<file path="src/rtl/dma_att_pkg.sv">
// Shared types, default region map and the region test for the attestation DMA scheduler.
package dma_att_pkg;

   typedef enum logic [1:0] {
      ST_LOCK  = 2'd0,
      ST_IDLE  = 2'd1,
      ST_ISSUE = 2'd2,
      ST_HOLD  = 2'd3
   } state_t;

   localparam logic [15:0] DEF_SROM_BASE     = 16'hA000;
   localparam logic [15:0] DEF_SROM_SIZE     = 16'h1000;
   localparam logic [15:0] DEF_SDATA_BASE    = 16'h0400;
   localparam logic [15:0] DEF_SDATA_SIZE    = 16'h0C00;
   localparam logic [15:0] DEF_CTR_BASE      = 16'h9000;
   localparam logic [15:0] DEF_CTR_SIZE      = 16'h0020;
   localparam logic [15:0] DEF_RESET_HANDLER = 16'h0000;
   localparam logic [15:0] DEF_HOLD_MAX      = 16'd1024;

   // A queue entry is {address, write enable}.
   localparam int FIFO_W = 17;

   // Half-open range check done in 17 bits so base+size never wraps.
   function automatic logic in_region(input logic [15:0] addr,
                                      input logic [15:0] base,
                                      input logic [15:0] size);
      logic [16:0] a17;
      logic [16:0] lo17;
      logic [16:0] hi17;
      a17  = {1'b0, addr};
      lo17 = {1'b0, base};
      hi17 = {1'b0, base} + {1'b0, size};
      return (a17 >= lo17) && (a17 < hi17);
   endfunction

endpackage

</file>
<file path="src/rtl/dma_att_fifo.sv">
// Two-entry request queue with flush; also reports the head and emptiness after this cycle's update.
module dma_att_fifo
   import dma_att_pkg::*;
(
   input  logic              clk,
   input  logic              reset_n,
   input  logic              i_push,
   input  logic              i_pop,
   input  logic              i_flush,
   input  logic [FIFO_W-1:0] i_data,
   output logic              o_full,
   output logic              o_empty,
   output logic [FIFO_W-1:0] o_head,
   output logic              o_nextEmpty,
   output logic [FIFO_W-1:0] o_nextHead
);

   logic [FIFO_W-1:0] r_mem [2];
   logic              r_rdPtr;
   logic              r_wrPtr;
   logic [1:0]        r_count;
   logic              w_doPush;
   logic              w_doPop;
   logic [1:0]        w_nextCount;
   logic [FIFO_W-1:0] w_nextHead;

   assign w_doPush = i_push && (r_count != 2'd2);
   assign w_doPop  = i_pop && (r_count != 2'd0);

   assign o_full      = (r_count == 2'd2);
   assign o_empty     = (r_count == 2'd0);
   assign o_head      = r_mem[r_rdPtr];
   assign o_nextEmpty = (w_nextCount == 2'd0);
   assign o_nextHead  = w_nextHead;

   // Look-ahead lets the scheduler load the following entry on the pop edge with no bubble.
   always_comb begin
      w_nextCount = r_count + {1'b0, w_doPush} - {1'b0, w_doPop};
      w_nextHead  = r_mem[r_rdPtr];
      if (i_flush) begin
         w_nextCount = 2'd0;
         w_nextHead  = '0;
      end else if (r_count == 2'd0) begin
         w_nextHead = i_data;
      end else if (w_doPop) begin
         w_nextHead = (r_count == 2'd2) ? r_mem[~r_rdPtr] : i_data;
      end
   end

   always_ff @(posedge clk or negedge reset_n) begin
      if (!reset_n) begin
         r_mem[0] <= '0;
         r_mem[1] <= '0;
         r_rdPtr  <= 1'b0;
         r_wrPtr  <= 1'b0;
         r_count  <= 2'd0;
      end else if (i_flush) begin
         r_rdPtr <= 1'b0;
         r_wrPtr <= 1'b0;
         r_count <= 2'd0;
      end else begin
         if (w_doPush) begin
            r_mem[r_wrPtr] <= i_data;
            r_wrPtr        <= ~r_wrPtr;
         end
         if (w_doPop) begin
            r_rdPtr <= ~r_rdPtr;
         end
         r_count <= w_nextCount;
      end
   end

endmodule

</file>
<file path="src/rtl/dma_att_scheduler.sv">
// Queues DMA requests, holds them while attestation ROM runs and locks on secure-region access.
// Optional HOLD watchdog enabled by defining DMA_HOLD_TIMEOUT_EN.
module dma_att_scheduler
   import dma_att_pkg::*;
#(
   parameter logic [15:0] SROM_BASE     = DEF_SROM_BASE,
   parameter logic [15:0] SROM_SIZE     = DEF_SROM_SIZE,
   parameter logic [15:0] SDATA_BASE    = DEF_SDATA_BASE,
   parameter logic [15:0] SDATA_SIZE    = DEF_SDATA_SIZE,
   parameter logic [15:0] CTR_BASE      = DEF_CTR_BASE,
   parameter logic [15:0] CTR_SIZE      = DEF_CTR_SIZE,
   parameter logic [15:0] RESET_HANDLER = DEF_RESET_HANDLER,
   parameter logic [15:0] HOLD_MAX      = DEF_HOLD_MAX
) (
   input  logic        clk,
   input  logic        reset_n,
   input  logic [15:0] pc,
   input  logic        dma_req_i,
   input  logic [15:0] dma_addr_i,
   input  logic        dma_we_i,
   output logic        dma_rdy_o,
   output logic        mem_dma_en_o,
   output logic [15:0] mem_dma_addr_o,
   output logic        mem_dma_we_o,
   input  logic        mem_dma_ready_i,
   output logic        hold_o,
   output logic        violation_o,
   output logic        timeout_o
);

   state_t            r_state;
   state_t            w_nextState;
   logic              w_inSrom;
   logic              w_illegal;
   logic              w_push;
   logic              w_pop;
   logic              w_flush;
   logic              w_full;
   logic              w_empty;
   logic              w_nextEmpty;
   logic [FIFO_W-1:0] w_head;
   logic [FIFO_W-1:0] w_nextHead;
   logic              r_en;
   logic [15:0]       r_addr;
   logic              r_we;
   logic              r_hold;
   logic              r_violation;

   assign w_inSrom  = in_region(pc, SROM_BASE, SROM_SIZE);
   assign w_illegal = dma_req_i && (r_state != ST_LOCK) &&
                      (in_region(dma_addr_i, SDATA_BASE, SDATA_SIZE) ||
                       in_region(dma_addr_i, CTR_BASE, CTR_SIZE));

   assign dma_rdy_o = !w_full && (r_state != ST_LOCK);
   assign w_push    = dma_req_i && dma_rdy_o && !w_illegal;
   assign w_pop     = (r_state == ST_ISSUE) && mem_dma_ready_i && !w_illegal;
   assign w_flush   = (r_state == ST_LOCK) || w_illegal;

   dma_att_fifo u_fifo (
      .clk         (clk),
      .reset_n     (reset_n),
      .i_push      (w_push),
      .i_pop       (w_pop),
      .i_flush     (w_flush),
      .i_data      ({dma_addr_i, dma_we_i}),
      .o_full      (w_full),
      .o_empty     (w_empty),
      .o_head      (w_head),
      .o_nextEmpty (w_nextEmpty),
      .o_nextHead  (w_nextHead)
   );

   // A violation overrides everything, including an access that is just completing.
   always_comb begin
      w_nextState = r_state;
      if (w_illegal) begin
         w_nextState = ST_LOCK;
      end else begin
         unique case (r_state)
            ST_LOCK:  if (pc == RESET_HANDLER) w_nextState = ST_IDLE;
            ST_IDLE:  if (!w_empty) w_nextState = w_inSrom ? ST_HOLD : ST_ISSUE;
            ST_ISSUE: if (mem_dma_ready_i) begin
                         if (w_nextEmpty) w_nextState = ST_IDLE;
                         else             w_nextState = w_inSrom ? ST_HOLD : ST_ISSUE;
                      end
            ST_HOLD:  if (!w_inSrom) w_nextState = w_empty ? ST_IDLE : ST_ISSUE;
            default:  w_nextState = ST_LOCK;
         endcase
      end
   end

   always_ff @(posedge clk or negedge reset_n) begin
      if (!reset_n) begin
         r_state     <= ST_LOCK;
         r_en        <= 1'b0;
         r_addr      <= '0;
         r_we        <= 1'b0;
         r_hold      <= 1'b0;
         r_violation <= 1'b0;
      end else begin
         r_state     <= w_nextState;
         r_en        <= (w_nextState == ST_ISSUE);
         r_hold      <= (w_nextState == ST_HOLD);
         r_violation <= w_illegal;
         if (w_nextState == ST_ISSUE) begin
            {r_addr, r_we} <= w_pop ? w_nextHead : w_head;
         end
      end
   end

   assign mem_dma_en_o   = r_en;
   assign mem_dma_addr_o = r_addr;
   assign mem_dma_we_o   = r_we;
   assign hold_o         = r_hold;
   assign violation_o    = r_violation;

`ifdef DMA_HOLD_TIMEOUT_EN
   logic [15:0] r_holdCnt;
   logic [15:0] w_holdCntNext;
   logic        r_timeout;

   // Counts HOLD cycles including the current one; saturation keeps the pulse to a single cycle.
   always_comb begin
      w_holdCntNext = '0;
      if (w_nextState == ST_HOLD) begin
         w_holdCntNext = (r_holdCnt == 16'hFFFF) ? r_holdCnt : r_holdCnt + 16'd1;
      end
   end

   always_ff @(posedge clk or negedge reset_n) begin
      if (!reset_n) begin
         r_holdCnt <= '0;
         r_timeout <= 1'b0;
      end else begin
         r_holdCnt <= w_holdCntNext;
         r_timeout <= (w_nextState == ST_HOLD) && (r_holdCnt != 16'hFFFF) &&
                      (w_holdCntNext == HOLD_MAX);
      end
   end

   assign timeout_o = r_timeout;
`else
   assign timeout_o = 1'b0;
`endif

endmodule
</file>
<file path="config.mk">
export PLATFORM = sky130hd
export DESIGN_NAME = dma_att_scheduler
export DESIGN_NICKNAME = d
export VERILOG_FILES = /design/src/rtl/dma_att_pkg.sv /design/src/rtl/dma_att_fifo.sv /design/src/rtl/dma_att_scheduler.sv
export SDC_FILE = /design/constraint.sdc
export NUM_CORES = 1
export LEC_CHECK = 0
export BUFFER_PORTS_ARGS = -buffer_cell sky130_fd_sc_hd__buf_2
export CAP_MARGIN = 10
export CELL_PAD_IN_SITES_DETAIL_PLACEMENT = 1
export CELL_PAD_IN_SITES_GLOBAL_PLACEMENT = 2
export CORE_ASPECT_RATIO = 0.8
export CORE_MARGIN = 4
export CORE_UTILIZATION = 34
export CTS_CLUSTER_SIZE = 8
export DETAILED_ROUTE_END_ITERATION = 10
export PLACE_DENSITY_LB_ADDON = 0.2
export SYNTH_ARGS = -nofsm -noshare
export SYNTH_HDL_FRONTEND = slang
export SYNTH_SLANG_ARGS = --single-unit
</file>
<file path="constraint.sdc">
create_clock -name clk -period 3.3 [get_ports clk]
set_clock_uncertainty 0.05 [all_clocks]
set_input_delay 0.495 -clock clk [delete_from_list [all_inputs] [get_ports clk]]
set_output_delay 0.495 -clock clk [all_outputs]
set_load 0.1 [all_outputs]
</file>
==> results.toml, run 1 <==
[floorplan]
die_width_um = 119
floorplan.die_area_um2 = 11600
placeableCoreArea_um2 = 9650
floorplan.io_pins = 59
initial_core_util = 0.349
overall_die_height_um = 97.0
placement_rows = 32

[pwr]
powerDensity_nw_per_um2 = 439
peakVddDrop_v = 0.000230
post-layout-total-power_uw = 1810
leakage_uw = 0.00201

[clock_tree]
clk-insertion-delay-late_ps = 330
cts_resized = 0
cts_inserted_buffers = 9
clk_root_buffer_cell = "clkbuf_16"
cts_tree = "yes"
max-clock-path-buffers = 2
post-cts-setup-buffer-count = 0
clock-sinks = 60
path_clk_slew_ps = 50
h-tree-depth = 3
cts.hold.buffers_added = 0

[logic_synthesis]
avgSynthCellArea_um2 = 12.2
synth.cell_area_um2 = 3360
asyncSetResetFlopFracSynth = 1.00
synth_xor_xnor_area_share = 0.00930
yosysTopAreaCellShare = 0.446
synth_seq_area_share = 0.446
synth-seq-cells = 60
synth.area.mux_share = 0.334
post-synth-top-count-cell = "dfrtp_1"
synth_ff_type = "dfrtp_1"
postSynthCellCount = 276
netlist.top_cell.by_area = "dfrtp_1"
mappedNetlistNets = 315
share_of_synthesized_cell_area_in_full_adder_half_adder_and_majority_cells = 0.00744
synth_compound_gate_area_share = 0.0591
ys_top_cells_by_count = "dfrtp_1, mux2i_1, mux2_2"
synth_top_cells_by_area = "dfrtp_1, mux2i_1, mux2_2, mux2_4, nor2_1"
synth_enable_flop_cells = 0
largest_family_of_logic_cells_by_synthesized_area = "multiplexers"
synth.distinct_cells = 50
yosysWarnings = 0
synth_simple_gate_area_frac = 0.0959

[place]
total_of_buffers_placed_on_input_and_output_ports = 57
dp_hpwl_um = 5760
post_dp_cell_area_um2 = 3800
dp_cells = 467
gp_congestion = 0.757

[setup_path]
reg2reg_setup_slack_ps = 260
worst_setup_path_start_kind = "flop"
cp_slowest_stage_delay_ps = 410
critPathSlowestCell = "dfrtp_1"
beginning_of_the_critical_path = "r_state[1]"
required_arrival_time_at_the_worst_endpoint_ps = 3460
critical-path-top-cell-by-count = "ha_1"
critical_path.max_fanout = 8
r2r_start = "r_state[1]"
cell_by_cell_trace_of_the_critical_path = "or2_1 > o2111ai_1 > o21bai_2 > nor2_1 > ha_1 > inv_1 > ha_1 > xnor3_1 > nand2_1 > a2bb2oi_2 > and4_1 > buf_4 > mux2_4"
path_class = "reg -> reg"
cp.buffers_inverters = 2
crit_path_end_kind = "flop"
critical-path-top-delay-family = "simple AND/OR/NAND/NOR gates"
data_arrival_critical_path_ps = 3200

[detailed_routing]
initial_drt_markers = 60
via_per_inst = 4.91
drc = 0
routed_wire_length_per_instance_um = 17.1
tritonroute_pass_1_iters = 4
vias = 2373
totalWireLength_um = 8270
postRouteAntennaNets = 0

[timing]
timing.final.crit_period_ps = 3040
timing.final.hold_violations = 0
min_period_over_period = 0.921
slew_headroom = 0.363
fin_tns_setup_ps = 0
slew_viol_final = 0
setup_repair_after_global_routing_missed_its_margin = "false"
timing.fmax_mhz = 329
worst_slew_pin_slew_ps = 955
setup_viol = 0

[global_route]
track_usage = 0.153
globalRouteOverflowTotal = 0
grt_first_pass_wirelength_um = 13800
grt_start_max_net_pins = 35
initial_antenna_violation_count = 0
first_global_vias = 2570

[outcome]
status = "finished, final reports clean"

[cells_and_area]
multi_input_comb_area_um2 = 1710
design.final.nets = 381
post_route_cells_drive_above_1_share = 0.438
area_growth_pct = 22.4
layout.area.seq_um2 = 1500
finish.cell_count_without_fillers = 483
finalInstanceArea_um2 = 4120
n_antenna_cell = 0
fillerInstances = 1063

[min_path]
min-delay-path-class = "in -> async"

[run]
timing.max_cap.violations = 0
## final cells by class
cell class / instances / area share
multi-input cells: 194 / 0.415
flip-flops and latches: 60 / 0.365
repair buffers: 73 / 0.0984
clock buffers: 11 / 0.0589
well taps: 136 / 0.0413
clock inverters: 5 / 0.0182
inverters: 4 / 0.00365
## layout by cell type, fill, tap and decap left out, types with 3 or more instances in the layout
master	n
a21oi_1	17
buf_2	57
buf_4	16
clkbuf_16	9
clkinv_2	3
dfrtp_1	59
inv_1	4
mux2_2	33
mux2_4	18
mux2i_1	48
nand2_1	5
nand4_1	3
nor2_1	26
nor3_1	3
nor4_1	4
## routing by layer
metal  vias to the layer above  part of all wire  wire length, um  GRT usage
met5                         -                 0                0          0
met4                         0             0.013              108     0.0454
met3                        12             0.036              301     0.0397
met2                        40              0.47             3920      0.243
met1                      1193              0.48             3940      0.206
li1                       1128                 -                -          -
## final timing paths
check	endpoint	cells past startpoint
max	mem_dma_addr_o[11]	13
min	u_fifo.r_mem[20]	1
max reg2reg	mem_dma_addr_o[11]	13
min reg2reg	mem_dma_addr_o[2]	1
max in group asynchronous	u_fifo.r_mem[27]	2
min in group clk	u_fifo.r_mem[20]	2
## worst register-to-register path: stages, from the launching register on
cell,delay (ps)
dfrtp_1,410
or2_1,340
o2111ai_1,190
o21bai_2,100
nor2_1,120
ha_1,230
inv_1,60
ha_1,140
xnor3_1,220
nand2_1,120
a2bb2oi_2,150
and4_1,260
buf_4,230
mux2_4,320
## logic make-up after synthesis
group	count (synthesis)
buf+inv	22
mux	99
other cells	1
xor+xnor	2
compound gates	31
flops	60
simple gates	59
fa+ha+maj	2
## per-stage QoR
| step | hold WS (ps) | utilization | worst slack (ps) |
|---|---|---|---|
| 2_1_floorplan | 149 | - | 81.7 |
| 3_3_place_gp | 381 | 0.394 | 40.2 |
| 3_5_place_dp | 377 | 0.394 | -0.0338 |
| 4_1_cts | 21.1 | 0.427 | 241 |
| 5_1_grt | 34.6 | 0.427 | 92.1 |
| 6_report | 21.0 | 0.427 | 260 |
## registers in the layout, summed over array words and instances, names as in the netlist
signal,cells
hold_o,1
mem_dma_addr_o,16
mem_dma_en_o,1
mem_dma_we_o,1
r_state,2
u_fifo.r_count,2
u_fifo.r_mem,34
u_fifo.r_rdPtr,1
u_fifo.r_wrPtr,1
violation_o,1
## report_power, final
part	total [uW]	leakage (uW)	internal [uW]	switching [uW]
clock	999	0.000159	677	322
sequential	739	0.000837	738	1.08
combinational	71.7	0.00101	27.8	43.8
No activity file was read; power rests on OpenSTA's default activity.
==> run 2, diff against run 1 <==
Settings changed: PLACE_DENSITY_LB_ADDON 0.2 to 0.25.
==> run 2 against run 1 <==
  * Routed wire length about the same
  * Final cell count decreased by 0.21%
  * Sequential power about the same
==> results.toml, run 2 (synthesis results as in run 1) <==
[min_path]
min-delay-path-class = "in -> async"

[clock_tree]
clock-sinks = 60
path_clk_slew_ps = 50
post-cts-setup-buffer-count = 0
cts.hold.buffers_added = 0
clk_root_buffer_cell = "clkbuf_16"
max-clock-path-buffers = 2
h-tree-depth = 3
cts_resized = 0
cts_tree = "yes"
cts_inserted_buffers = 9
clk-insertion-delay-late_ps = 330

[timing]
slew_headroom = 0.435
timing.final.crit_period_ps = 2950
setup_viol = 0
worst_slew_pin_slew_ps = 848
timing.fmax_mhz = 339
setup_repair_after_global_routing_missed_its_margin = "false"
timing.final.hold_violations = 0
final_critical_path_setup_slack_ps = 354
slew_viol_final = 0
min_period_over_period = 0.893

[place]
total_of_buffers_placed_on_input_and_output_ports = 57
detailedPlace.worstSlack_ps = -11.2
dp_hpwl_um = 5720
dp_cells = 466
gp_congestion = 0.745
post_dp_cell_area_um2 = 3810

[setup_path]
cp.buffers_inverters = 2
worst_setup_path_start_kind = "flop"
cp_slowest_stage_delay_ps = 410
cell_by_cell_trace_of_the_critical_path = "or2_1 > o2111ai_1 > o21bai_2 > nor2_1 > ha_1 > inv_1 > ha_1 > xnor3_1 > nand2_1 > a2bb2oi_2 > and4_1 > buf_4 > mux2_4"
critPathSlowestCell = "dfrtp_1"
critical-path-top-cell-by-count = "ha_1"
critical-path-top-delay-family = "simple AND/OR/NAND/NOR gates"
data_arrival_critical_path_ps = 3110
critical_path.max_fanout = 8
path_class = "reg -> reg"
required_arrival_time_at_the_worst_endpoint_ps = 3460
crit_path_end_kind = "flop"

[floorplan]
initial_core_util = 0.349
die_width_um = 119
overall_die_height_um = 97.0
floorplan.die_area_um2 = 11600
floorplan.io_pins = 59
placement_rows = 32
placeableCoreArea_um2 = 9650

[cells_and_area]
design.final.nets = 380
area_growth_pct = 23.6
fillerInstances = 1047
finalInstanceArea_um2 = 4160
most-common-layout-cells = "dfrtp_1, buf_2, mux2i_1, mux2_2, nor2_1"
largest_register_ff_count = 34
finish.cell_count_without_fillers = 482
post_route_cells_drive_above_1_share = 0.436
register_containing_the_most_flip_flops_in_the_final_layout = "u_fifo.r_mem"
n_antenna_cell = 0
most_common_cell_after_layout_fill_and_taps_aside = "dfrtp_1"

[detailed_routing]
totalWireLength_um = 8280
routed_wire_length_per_instance_um = 17.2
postRouteAntennaNets = 0
tritonroute_pass_1_iters = 4
drc = 0
initial_drt_markers = 81
vias = 2370
via_per_inst = 4.92

[pwr]
peakVddDrop_v = 0.000242
powerDensity_nw_per_um2 = 461
leakage_uw = 0.00202
post-layout-total-power_uw = 1920

[global_route]
grt_start_max_net_pins = 61
first_global_vias = 2616
globalRouteOverflowTotal = 0
grt_first_pass_wirelength_um = 13900
initial_antenna_violation_count = 0
track_usage = 0.154

[run]
timing.max_cap.violations = 0

[outcome]
status = "finished, final reports clean"
run 2: cell count changes in the layout (fill, tap and decap cells not counted):
cell	change
clkbuf_8	+1
clkinv_2	-2
buf_12	+1
bufinv_16	+1
buf_4	-2
run 2: worst paths after layout:
check                      cells past startpoint  slack, ps                 end         startpoint
hold / removal                                 2        280    u_fifo.r_mem[18]            reset_n
setup / recovery                              13        350  mem_dma_addr_o[11]         r_state[1]
hold reg to reg                                1        460   mem_dma_addr_o[2]  mem_dma_addr_o[2]
max in group asynchronous                      2       2380      u_fifo.r_rdPtr            reset_n
min in group clk                               2        380    u_fifo.r_mem[21]      dma_addr_i[3]
setup reg to reg                              13        350  mem_dma_addr_o[11]         r_state[1]
run 2: cell type report:
cell class,count,area (um2),area share
Tap cell,136,170,0.0409
Sequential cell,60,1500,0.361
Clock inverter,4,95.1,0.0229
Timing Repair Buffer,72,410,0.0987
Inverter,4,15.0,0.00361
Clock buffer,12,256,0.0617
Multi-Input combinational cell,194,1710,0.411
run 2: routing by layer:
metal	up-vias	GRT usage	part of all wire
met3	8	0.0544	0.036
met5	-	0	0
li1	1128	-	-
met1	1203	0.200	0.46
met4	0	0.0374	0.0098
met2	31	0.247	0.49
run 2: worst register-to-register path, stage by stage (launching register included):
cell       delay (ps)
dfrtp_1           410
or2_1             280
o2111ai_1         160
o21bai_2          100
nor2_1            110
ha_1              230
inv_1              60
ha_1              140
xnor3_1           230
nand2_1           120
a2bb2oi_2         150
and4_1            250
buf_4             230
mux2_4            320
run 2: where the power goes:
part,internal [uW],switching (uW)
combinational,27.1,43.5
clock,777,329
sequential,738,1.09
run 2: through the flow:
| stage | utilization | setup TNS [ps] | hold WS [ps] |
|---|---|---|---|
| floorplan | - | 0 | 149 |
| global placement | 0.394 | 0 | 438 |
| detailed placement | 0.394 | -45.3 | 446 |
| CTS | 0.431 | 0 | 310 |
| global route | 0.431 | 0 | 344 |
| finish | 0.431 | 0 | 283 |
==> run 3, diff against run 2 <==
==> constraint.sdc (replaced) <==
create_clock -name clk -period 3.3 [get_ports clk]
set_clock_uncertainty 0.05 [all_clocks]
set_input_delay 0.66 -clock clk [delete_from_list [all_inputs] [get_ports clk]]
set_output_delay 0.66 -clock clk [all_outputs]
set_load 0.1 [all_outputs]
==> run 3 against run 2 <==
  * Largest power group unchanged
  * Critical path depth rose by 1
  * Die area did not move
  * Final area is 0.15% higher
  * Global-route usage up 0.30 points
  * Sequential cell count stayed put
  * Setup slack lost 130 ps
  * Maximum frequency down 4.2%
  * Sequential share of layout area shrank 0.054 points
  * Via count is 1.2% higher
  * Final cell count is 1.0% higher
  * Register-to-register slack got worse by 50 ps
==> results.toml, run 3 (synthesis results as in run 1) <==
[outcome]
status = "finished, final reports clean"

[setup_path]
worstRegToRegCells = 13
critPathSlowestCell = "mux2_4"
required_arrival_time_at_the_worst_endpoint_ps = 3460
reg2reg_setup_slack_ps = 300
crit_path_end_kind = "flop"
critical_path.reg2reg.endpoint = "mem_dma_addr_o[13]"
path_class = "in -> reg"
data_arrival_critical_path_ps = 3240
r2r_start = "r_state[1]"
cell_by_cell_trace_of_the_critical_path = "buf_2 > nor2_1 > o2111ai_2 > o21bai_2 > nor2_1 > ha_1 > inv_1 > ha_1 > xnor3_1 > nand2_1 > a2bb2oi_2 > and4_1 > buf_4 > mux2_4"
cp_slowest_stage_delay_ps = 310
critical_path.max_fanout = 8
worst_setup_path_start_kind = "primary input"

[detailed_routing]
routed_wire_length_per_instance_um = 17.0
route.met3.wl_um = 257
totalWireLength_um = 8300
met2_length_um = 4010
vias = 2399
top_signal_layer_used = "met4"
drt-met1-wl_um = 3900
initial_drt_markers = 74
via_per_inst = 4.93
postRouteAntennaNets = 0
drc = 0
tritonroute_pass_1_iters = 4

[pwr]
sw_frac_of_total = 0.213
cellInternalPower_uw = 1350
powerDensity_nw_per_um2 = 411
p_switching_uw = 365
leakage_uw = 0.00202
peakVddDrop_v = 0.000233
part_of_the_power_in_the_clock_network = 0.520
seq_power_share = 0.432
comb_power_share = 0.048

[place]
post_dp_cell_area_um2 = 3890
gp_congestion = 0.739
detailedPlace.worstSlack_ps = -91.4
dp_hpwl_um = 5910
dp_cells = 473
total_of_buffers_placed_on_input_and_output_ports = 57

[cells_and_area]
register_containing_the_most_flip_flops_in_the_final_layout = "u_fifo.r_mem"
area_growth_pct = 23.8
fin_util = 0.432
most-common-layout-cells = "dfrtp_1, buf_2, mux2i_1, mux2_2, nor2_1"
n_antenna_cell = 0
finish.cell_count_without_fillers = 487
post_route_cells_drive_above_1_share = 0.456
most_common_cell_after_layout_fill_and_taps_aside = "dfrtp_1"
design.final.nets = 387
finalInstanceArea_um2 = 4160
largest_register_ff_count = 34

[global_route]
first_global_vias = 2599
globalRouteOverflowTotal = 0
grt_first_pass_wirelength_um = 14100
grt_start_max_net_pins = 61
track_usage = 0.157
initial_antenna_violation_count = 0

[clock_tree]
h-tree-depth = 3
clock-sinks = 60
cts_inserted_buffers = 9
cts.hold.buffers_added = 0
clk_root_buffer_cell = "clkbuf_16"
path_clk_slew_ps = 50
cts_resized = 0
cts_tree = "yes"
max-clock-path-buffers = 2
post-cts-setup-buffer-count = 0
clk-insertion-delay-late_ps = 330

[timing]
slew_viol_final = 0
timing.fmax_mhz = 325
timing.final.hold_violations = 0
timing.final.crit_period_ps = 3070
fin_tns_setup_ps = 0
worst_slew_pin_slew_ps = 890
min_period_over_period = 0.932
setup_viol = 0
slew_headroom = 0.407
final_critical_path_setup_slack_ps = 225
setup_repair_after_global_routing_missed_its_margin = "false"

[floorplan]
placement_rows = 32
overall_die_height_um = 97.0
floorplan.die_area_um2 = 11600
floorplan.io_pins = 59
die_width_um = 119
placeableCoreArea_um2 = 9650
initial_core_util = 0.349

[min_path]
min-delay-path-class = "in -> async"

[run]
timing.max_cap.violations = 0
==> run 3: cell count changes in the layout (fill, tap and decap cells not counted), sizes merged <==
cell,delta
buf,+7
clkbuf,-1
bufinv,-2
clkinv,+1
==> run 3: critical path: cells and delay by family <==
kind / cells / cell delay (ps)
and+or+nand+nor: 4 / 690
AOI/OAI and AO/OA: 3 / 510
adders and majority gates: 2 / 420
buffers and inverters: 3 / 400
muxes: 1 / 310
xor gates and xnor gates: 1 / 240
==> run 3: power by group through the flow <==
| stage | combinational, uW | sequential [uW] | clock [uW] |
|---|---|---|---|
| 2_1_floorplan | 22.4 | 751 | 0 |
| 3_3_place_gp | 82.5 | 751 | 0 |
| 3_5_place_dp | 83.9 | 752 | 0 |
| 4_1_cts | 84.2 | 739 | 917 |
| 5_1_grt | 92.5 | 739 | 955 |
| 6_report | 81.8 | 739 | 890 |
==> run 3: per-stage QoR <==
stage               total power [uW]  hold WS (ps)
floorplan                        774           314
global placement                 834           436
detailed placement               835           442
CTS                             1740           292
global route                    1790           313
finish                          1710           291
==> run 3: cell type report <==
type / count / area (um2)
Inverter: 4 / 15.0
Timing Repair Buffer: 79 / 475
Tap cell: 136 / 170
Clock buffer: 11 / 233
Multi-Input combinational cell: 194 / 1730
Sequential cell: 60 / 1500
Fill cell: 1058 / 5490
Clock inverter: 3 / 40.0
==> run 3: worst max path at each step <==
stage,startpoint,end,slack (ps),depth (start not counted)
after global placement,dma_addr_i[11],mem_dma_addr_o[11],9,14
final,dma_addr_i[12],mem_dma_addr_o[13],230,14
after CTS,dma_addr_i[11],mem_dma_addr_o[13],240,14
after global routing,dma_addr_i[12],mem_dma_addr_o[13],60,14
after floorplan,dma_addr_i[9],mem_dma_addr_o[10],9,15
after detailed placement,dma_addr_i[11],mem_dma_addr_o[13],-90,14
==> run 3: per-layer routing <==
| metal | up-vias | global-route usage |
|---|---|---|
| li1 | 1140 | - |
| met1 | 1211 | 0.210 |
| met2 | 34 | 0.246 |
| met3 | 14 | 0.0427 |
| met4 | 0 | 0.0534 |
| met5 | - | 0 |
